$ cat src/rtl/rr_mux4_arbiter_pkg.sv
// Shared definitions for the round-robin 4:1 mux arbiter: state encoding,
// widths and the round-robin pick helper.
package rr_mux4_arbiter_pkg;

    localparam int SEL_W   = 2;
    localparam int NUM_REQ = 4;

    typedef enum logic {
        ST_IDLE  = 1'b0,
        ST_GRANT = 1'b1
    } state_e;

    typedef struct packed {
        logic             found;
        logic [SEL_W-1:0] idx;
    } pick_t;

    // First set request scanning last+1, last+2, last+3, last (mod 4).
    function automatic pick_t rr_pick(input logic [NUM_REQ-1:0] req,
                                      input logic [SEL_W-1:0]   last);
        pick_t            p;
        logic [SEL_W-1:0] cand;
        p.found = 1'b0;
        p.idx   = last;
        for (int k = 1; k <= NUM_REQ; k++) begin
            cand = last + SEL_W'(k);
            if (!p.found && req[cand]) begin
                p.found = 1'b1;
                p.idx   = cand;
            end
        end
        return p;
    endfunction

    // One-hot grant vector for a requester index.
    function automatic logic [NUM_REQ-1:0] idx2onehot(input logic [SEL_W-1:0] idx);
        return NUM_REQ'(1) << idx;
    endfunction

endpackage

$ cat src/rtl/rr_mux4_arbiter_mux4to1_sel.sv
// Plain combinational 4:1 single-bit mux steered by the arbiter's select.
// Gating with out_valid is left to the instantiating block.
module mux4to1_sel
    import rr_mux4_arbiter_pkg::*;
(
    input  logic             in0,
    input  logic             in1,
    input  logic             in2,
    input  logic             in3,
    input  logic [SEL_W-1:0] sel,
    output logic             y
);

    // Route the selected data bit to the output.
    always_comb begin
        y = in0;
        case (sel)
            2'd0: y = in0;
            2'd1: y = in1;
            2'd2: y = in2;
            2'd3: y = in3;
            default: y = in0;
        endcase
    end

endmodule

$ cat src/rtl/rr_mux4_arbiter.sv
// Round-robin arbiter sharing one 4:1 1-bit mux among four requesters.
// The owner keeps the grant for at most MAX_HOLD consecutive cycles; on
// release the next requester is picked in the same edge, so there is no
// idle gap between owners.
module rr_mux4_arbiter
    import rr_mux4_arbiter_pkg::*;
#(
    parameter int MAX_HOLD = 4,
    parameter int CNT_W    = 3
) (
    input  logic               clk,
    input  logic               rst,
    input  logic [NUM_REQ-1:0] req,
    input  logic               in0,
    input  logic               in1,
    input  logic               in2,
    input  logic               in3,
    output logic [SEL_W-1:0]   sel,
    output logic [NUM_REQ-1:0] gnt,
    output logic               out,
    output logic               out_valid
);

    // Hold count value at which the owner must give up the grant.
    localparam logic [CNT_W-1:0] HOLD_LAST = CNT_W'(MAX_HOLD - 1);

    state_e             state_q;
    logic [SEL_W-1:0]   sel_q;
    logic [NUM_REQ-1:0] gnt_q;
    logic               out_valid_q;
    logic [CNT_W-1:0]   hold_q;
    logic [SEL_W-1:0]   last_q;

    pick_t              pick_idle;
    pick_t              pick_rel;
    logic               keep_owner;
    logic               mux_y;

    // Candidate winners: from the last released owner when idle, and from
    // the current owner when it releases during a grant.
    always_comb begin
        pick_idle  = rr_pick(req, last_q);
        pick_rel   = rr_pick(req, sel_q);
        keep_owner = req[sel_q] && (hold_q < HOLD_LAST);
    end

    // Arbitration FSM with registered select, grant and valid.
    always_ff @(posedge clk or posedge rst) begin
        if (rst) begin
            state_q     <= ST_IDLE;
            sel_q       <= '0;
            gnt_q       <= '0;
            out_valid_q <= 1'b0;
            hold_q      <= '0;
            last_q      <= SEL_W'(NUM_REQ - 1);
        end else begin
            case (state_q)
                ST_IDLE: begin
                    if (pick_idle.found) begin
                        state_q     <= ST_GRANT;
                        sel_q       <= pick_idle.idx;
                        gnt_q       <= idx2onehot(pick_idle.idx);
                        out_valid_q <= 1'b1;
                        hold_q      <= '0;
                    end
                end
                ST_GRANT: begin
                    if (keep_owner) begin
                        hold_q <= hold_q + CNT_W'(1);
                    end else begin
                        last_q <= sel_q;
                        hold_q <= '0;
                        if (pick_rel.found) begin
                            sel_q <= pick_rel.idx;
                            gnt_q <= idx2onehot(pick_rel.idx);
                        end else begin
                            // Nobody requests: drop the grant, sel keeps its value.
                            state_q     <= ST_IDLE;
                            gnt_q       <= '0;
                            out_valid_q <= 1'b0;
                        end
                    end
                end
                default: begin
                    state_q     <= ST_IDLE;
                    gnt_q       <= '0;
                    out_valid_q <= 1'b0;
                end
            endcase
        end
    end

    mux4to1_sel u_mux (
        .in0 (in0),
        .in1 (in1),
        .in2 (in2),
        .in3 (in3),
        .sel (sel_q),
        .y   (mux_y)
    );

    assign sel       = sel_q;
    assign gnt       = gnt_q;
    assign out_valid = out_valid_q;
    assign out       = out_valid_q & mux_y;

endmodule

$ cat config.mk
export PLATFORM = sky130hd
export DESIGN_NAME = rr_mux4_arbiter
export DESIGN_NICKNAME = d
export VERILOG_FILES = /design/src/rtl/rr_mux4_arbiter_pkg.sv /design/src/rtl/rr_mux4_arbiter_mux4to1_sel.sv /design/src/rtl/rr_mux4_arbiter.sv
export SDC_FILE = /design/constraint.sdc
export NUM_CORES = 1
export LEC_CHECK = 0
export ABC_AREA = 1
export ABC_CLOCK_PERIOD_IN_PS = 5200
export CAP_MARGIN = 10
export CORE_MARGIN = 2
export CORE_UTILIZATION = 65
export CTS_BUF_LIST = sky130_fd_sc_hd__clkbuf_4 sky130_fd_sc_hd__clkbuf_8
export DETAILED_ROUTE_END_ITERATION = 8
export DONT_BUFFER_PORTS = 1
export GPL_ROUTABILITY_DRIVEN = 0
export PLACE_DENSITY = 0.81
export SKIP_CTS_REPAIR_TIMING = 1
export SYNTH_ARGS = -nofsm -noshare
export SYNTH_HDL_FRONTEND = slang
export SYNTH_SLANG_ARGS = --single-unit
$ cat constraint.sdc
create_clock -name clk -period 5.2 [get_ports clk]
set_clock_uncertainty 0.1 [all_clocks]
set_input_delay 0.78 -clock clk [delete_from_list [all_inputs] [get_ports clk]]
set_output_delay 0.78 -clock clk [all_outputs]
set_load 0.02 [all_outputs]
==> results.toml, run 1 <==
[synth]
syn_nets = 218
synth_area_leader_cell = "nand2_1"
ys_seq_area_share_pct = 25.0
synth_top_area_share_pct = 24.0
syn_avg_cell_area_um2 = 6.46
netlist_instances = 203
ys_ff_latch = 13
synth.cell_area_um2 = 1310
ys_types = 25
ys_warn_count = 0
synthTopCellsByArea = "nand2_1 (24%), dfrtp_1 (21%), nand3_1 (9.9%), nand2_2 (7.2%), nand2_4 (5.2%)"

[die]
rows = 16
core_um2 = 1920
start_util_pct = 68.2
die_h_um = 48.9
ios = 18
die_area_um2 = 2390
die_x_um = 48.9

[detailed_routing]
drtAntennaViolNets = 0
drt_wl_total_mm = 2.84
avgViaCountPerCell = 5.56
first_iter_violations = 43
wl_per_cell_um = 12.2
num_vias = 1289
post-route-drc-count = 0
dr.pass1.iters = 5

[setup_path]
cp_data_required_time_ps = 4320
cp-end-kind = "output pin"
crit_type = "reg2out"
arrival_ps = 1920
crit_fanout = 12
critPathLaunchType = "flip-flop"
reg2reg_from = "sel[0]"
reg2reg_depth = 14
r2r_end = "gnt[2]"
rrSetupSlack_ps = 2730

[place]
port_buffers = 0
place_hpwl_mm = 2.17
dp.cells = 228

[global_route]
grt_use_met2_pct = 45.7
track_usage_pct = 25.9
grt_pass1_vias = 1152
grt.overflow.total = 0
grt-busiest-layer = "met2"
grt_max_degree = 14
grt_first_pass_wirelength_mm = 4.94
grt_util_met1_pct = 32.8
grt_use_met3_pct = 5.21
antenna_found_initial = 0

[cells_and_area]
synthToLayoutAreaGrowth_pct = 3.44
diodes = 0
fillCellCount = 170
register_area_um2 = 328
multi_input_area_um2 = 877
stdcell_count = 232
drive_above_1_share_pct = 19.5
fin_nets = 221

[run]
cap_viol_max_count = 0

[sta]
fin_tns_setup_ps = 0
worst_pin_slew_ps = 661
fin_crit_ps = 2800
max_slew_margin_pct = 56.0
max_freq_mhz = 357
finalCritPeriodShare_pct = 53.8
finalHoldViolations = 0
slew_viol_final = 0
rsz0062_at_grt = "no"
setup-violations-final = 0

[clocking]
cts_buffer_depth = 2
cts_root_buf = "clkbuf_4"
cts_num_sinks = 13
clkTransAtPathRegs_ps = 80
cts_tree = "yes"
numCtsBuffers = 3
h-tree-depth = 1
insertion_delay_ps = 280

[run_status]
status = "complete, no violations"

[worst_hold_path]
worst_hold_path_type = "in2async"
==> cell usage in the layout, fill, tap and decap left out, drive strengths merged <==
cell type / count
nand3: 29
clkinv: 2
dfstp: 2
ha: 5
a31oi: 1
nor2: 9
nand2: 105
a21oi: 7
nand4: 3
o21ai: 8
clkbuf: 4
dfrtp: 11
inv: 19
==> per-layer routing <==
metal / vias up / routed length, um
met3: 10 / 169
met1: 583 / 1230
met4: 0 / 53
met5: - / 0
li1: 653 / -
met2: 43 / 1390
==> flip-flops by register name (all words and copies together) (netlist names) <==
signal     flops
gnt            4
hold_q         3
last_q         2
out_valid      1
sel            2
state_q        1
==> cell families (layout without fill, tap and decap cells) <==
| family | after synthesis | after routing | share of synthesized area [%] |
|---|---|---|---|
| AO/OA/AOI/OAI | 16 | 16 | 6.20 |
| adder cells (fa/ha/maj) | 5 | 5 | 4.77 |
| buffers and inverters | 23 | 25 | 8.11 |
| flip-flops | 13 | 13 | 25.0 |
| AND/OR/NAND/NOR | 146 | 146 | 55.9 |
==> metrics by stage <==
step                setup WS [ps]  cell area (um^2)  hold slack [ps]  utilization (%)
detailed placement           2720              1330              392             69.0
global placement             2740              1330              383             69.0
global route                 2270              1360              350             70.6
CTS                          2400              1360              315             70.6
finish                       2400              1360              306             70.6
floorplan                    2900              1310              369                -
==> worst max-delay path, stage by stage (launching register included) <==
cell and delay (ps):
dfrtp_1 770, inv_8 100, ha_1 240, inv_1 50, o21ai_0 60, a31oi_1 410
==> how the worst max path moves through the flow <==
| stage | start | end | slack [ps] |
|---|---|---|---|
| 3_5_place_dp | sel[0] | out | 2720 |
| 6_report | sel[0] | out | 2400 |
| 5_1_grt | sel[0] | out | 2270 |
| 3_3_place_gp | sel[0] | out | 2740 |
| 4_1_cts | sel[0] | out | 2400 |
| 2_1_floorplan | sel[1] | out | 2900 |
==> synthesized netlist by cell type, drive strengths merged <==
cell type and n:
nand4 3, buf 2, nand2 105, dfrtp 11, o21ai 8, nand3 29, a21oi 7, a31oi 1
inv 19, clkinv 2, dfstp 2, nor2 9, ha 5
==> final cells by class <==
type                       instances  area share [%]
inverter                          21            6.46
multi-input combinational        167            64.7
sequential                        13            24.2
tap                               27            2.49
clock buffer                       4            2.21
Power of run 1 is left out: the tool's default activity adds up to more than one toggle a clock period on the data nets, which glitch-free logic cannot reach.
==> run 2: changes to the inputs <==
--- a/config.mk
+++ b/config.mk
@@ -6,15 +6,15 @@
 export NUM_CORES = 1
 export LEC_CHECK = 0
 export ABC_AREA = 1
-export ABC_CLOCK_PERIOD_IN_PS = 5200
+export ABC_CLOCK_PERIOD_IN_PS = 2500
 export CAP_MARGIN = 10
 export CORE_MARGIN = 2
-export CORE_UTILIZATION = 65
+export CORE_UTILIZATION = 59
 export CTS_BUF_LIST = sky130_fd_sc_hd__clkbuf_4 sky130_fd_sc_hd__clkbuf_8
 export DETAILED_ROUTE_END_ITERATION = 8
 export DONT_BUFFER_PORTS = 1
 export GPL_ROUTABILITY_DRIVEN = 0
-export PLACE_DENSITY = 0.81
+export PLACE_DENSITY = 0.78
 export SKIP_CTS_REPAIR_TIMING = 1
 export SYNTH_ARGS = -nofsm -noshare
 export SYNTH_HDL_FRONTEND = slang
==> constraint.sdc (replaced) <==
create_clock -name clk -period 2.5 [get_ports clk]
set_clock_uncertainty 0.1 [all_clocks]
set_input_delay 0.375 -clock clk [delete_from_list [all_inputs] [get_ports clk]]
set_output_delay 0.375 -clock clk [all_outputs]
set_load 0.02 [all_outputs]
==> run 2 against run 1 <==
Net effect: register-to-register slack worse by 2300 ps; cell count is 1.7% higher; sequential share of layout area is 0.46 points lower; setup slack worse by 2000 ps; die area is 9.3% higher; non-clock buffer count is 3 higher; first-iteration DRC count is 51% lower; flip-flop and latch count stayed put; global-route usage is 0.70 points lower; count of clock-buffer cells in the layout stayed put; highest routed layer unchanged.
==> results.toml, run 2 (synthesis results as in run 1) <==
[sta]
max_slew_margin_pct = 66.6
rsz0062_at_grt = "no"
max_freq_mhz = 473
finalHoldViolations = 0
fin_tns_setup_ps = 0
slew_viol_final = 0
setup-violations-final = 0
fin_crit_ps = 2110
finalCritPeriodShare_pct = 84.6
worst_pin_slew_ps = 499

[detailed_routing]
num_vias = 1268
dr.pass1.iters = 4
post-route-drc-count = 0
avgViaCountPerCell = 5.37
first_iter_violations = 21
drtAntennaViolNets = 0
wl_per_cell_um = 11.9
drt_wl_total_mm = 2.80

[run_status]
status = "complete, no violations"

[global_route]
antenna_found_initial = 0
grt.overflow.total = 0
grt_max_degree = 14
grt_first_pass_wirelength_mm = 5.03
track_usage_pct = 25.2
grt_pass1_vias = 1207

[cells_and_area]
drive_above_1_share_pct = 20.2
layout_commonest_cell = "nand2_1"
register_area_um2 = 328
layout_common_cells = "nand2_1 (84), nand3_1 (26), inv_1 (15), nand2_2 (15), dfrtp_1 (11)"
largest_reg_flops = 4
synthToLayoutAreaGrowth_pct = 5.44
final_core_util_pct = 64.4
fillCellCount = 213
fin_nets = 224
diodes = 0
multi_input_area_um2 = 877

[clocking]
cts_tree = "yes"
clkTransAtPathRegs_ps = 80
insertion_delay_ps = 280
cts_num_sinks = 13
cts_root_buf = "clkbuf_4"
h-tree-depth = 1
cts_buffer_depth = 2
numCtsBuffers = 3

[run]
cap_viol_max_count = 0

[setup_path]
crit_type = "reg2reg"
cp-end-kind = "flip-flop"
arrival_ps = 2190
crit_fanout = 8
critPathLaunchType = "flip-flop"
cp_data_required_time_ps = 2570

[die]
ios = 18
die_h_um = 51.1
die_x_um = 51.1
die_area_um2 = 2620
core_um2 = 2150
start_util_pct = 61.0
rows = 17

[place]
place_hpwl_mm = 2.25
port_buffers = 0

[worst_hold_path]
worst_hold_path_type = "reg2reg"
==> run 2: critical path, stage by stage, from the launching register on <==
cell and delay, ps:
dfrtp_1 380, inv_1 210, ha_1 330, inv_1 150, nand3_1 90, nand2_1 200
nand2_4 100, nand3_1 80, nand2_1 110, nand2_1 70, o21ai_1 60, nand2_1 70
nand2_1 50
==> run 2: final cells by class <==
type / count / area share [%]
repair buffers: 3 / 1.81
flip-flops and latches: 13 / 23.7
multi-input cells: 167 / 63.4
inverters: 21 / 6.33
well taps: 28 / 2.53
clock buffers: 4 / 2.17
==> run 2: final timing paths <==
kind | start | end | slack [ps] | cells past startpoint
setup / recovery | sel[1] | sel[1] | 390 | 12
hold / removal | hold_q[0] | hold_q[0] | 410 | 1
setup reg to reg | sel[1] | sel[1] | 390 | 12
hold reg to reg | hold_q[0] | hold_q[0] | 410 | 1
max in group asynchronous | rst | last_q[1] | 1500 | 2
min in group asynchronous | rst | hold_q[0] | 440 | 2
==> run 2: metal layers <==
| layer | vias to the layer above | wire length, um | global-route usage [%] |
|---|---|---|---|
| li1 | 654 | - | - |
| met1 | 570 | 1270 | 31.7 |
| met2 | 37 | 1300 | 40.7 |
| met3 | 7 | 175 | 7.89 |
| met4 | 0 | 53 | 8.56 |
| met5 | - | 0 | 0 |
==> run 2: metrics by stage <==
stage                     instances  cell area [um^2]  setup WS [ps]  hold WS (ps)
after floorplan                 203              1310            396           151
after global placement          231              1340            456           208
after detailed placement        231              1340            427           210
after CTS                       235              1370            370          -106
after global routing            236              1380            219           448
final                           236              1380            386           411
Power of run 2 is left out for the same reason.
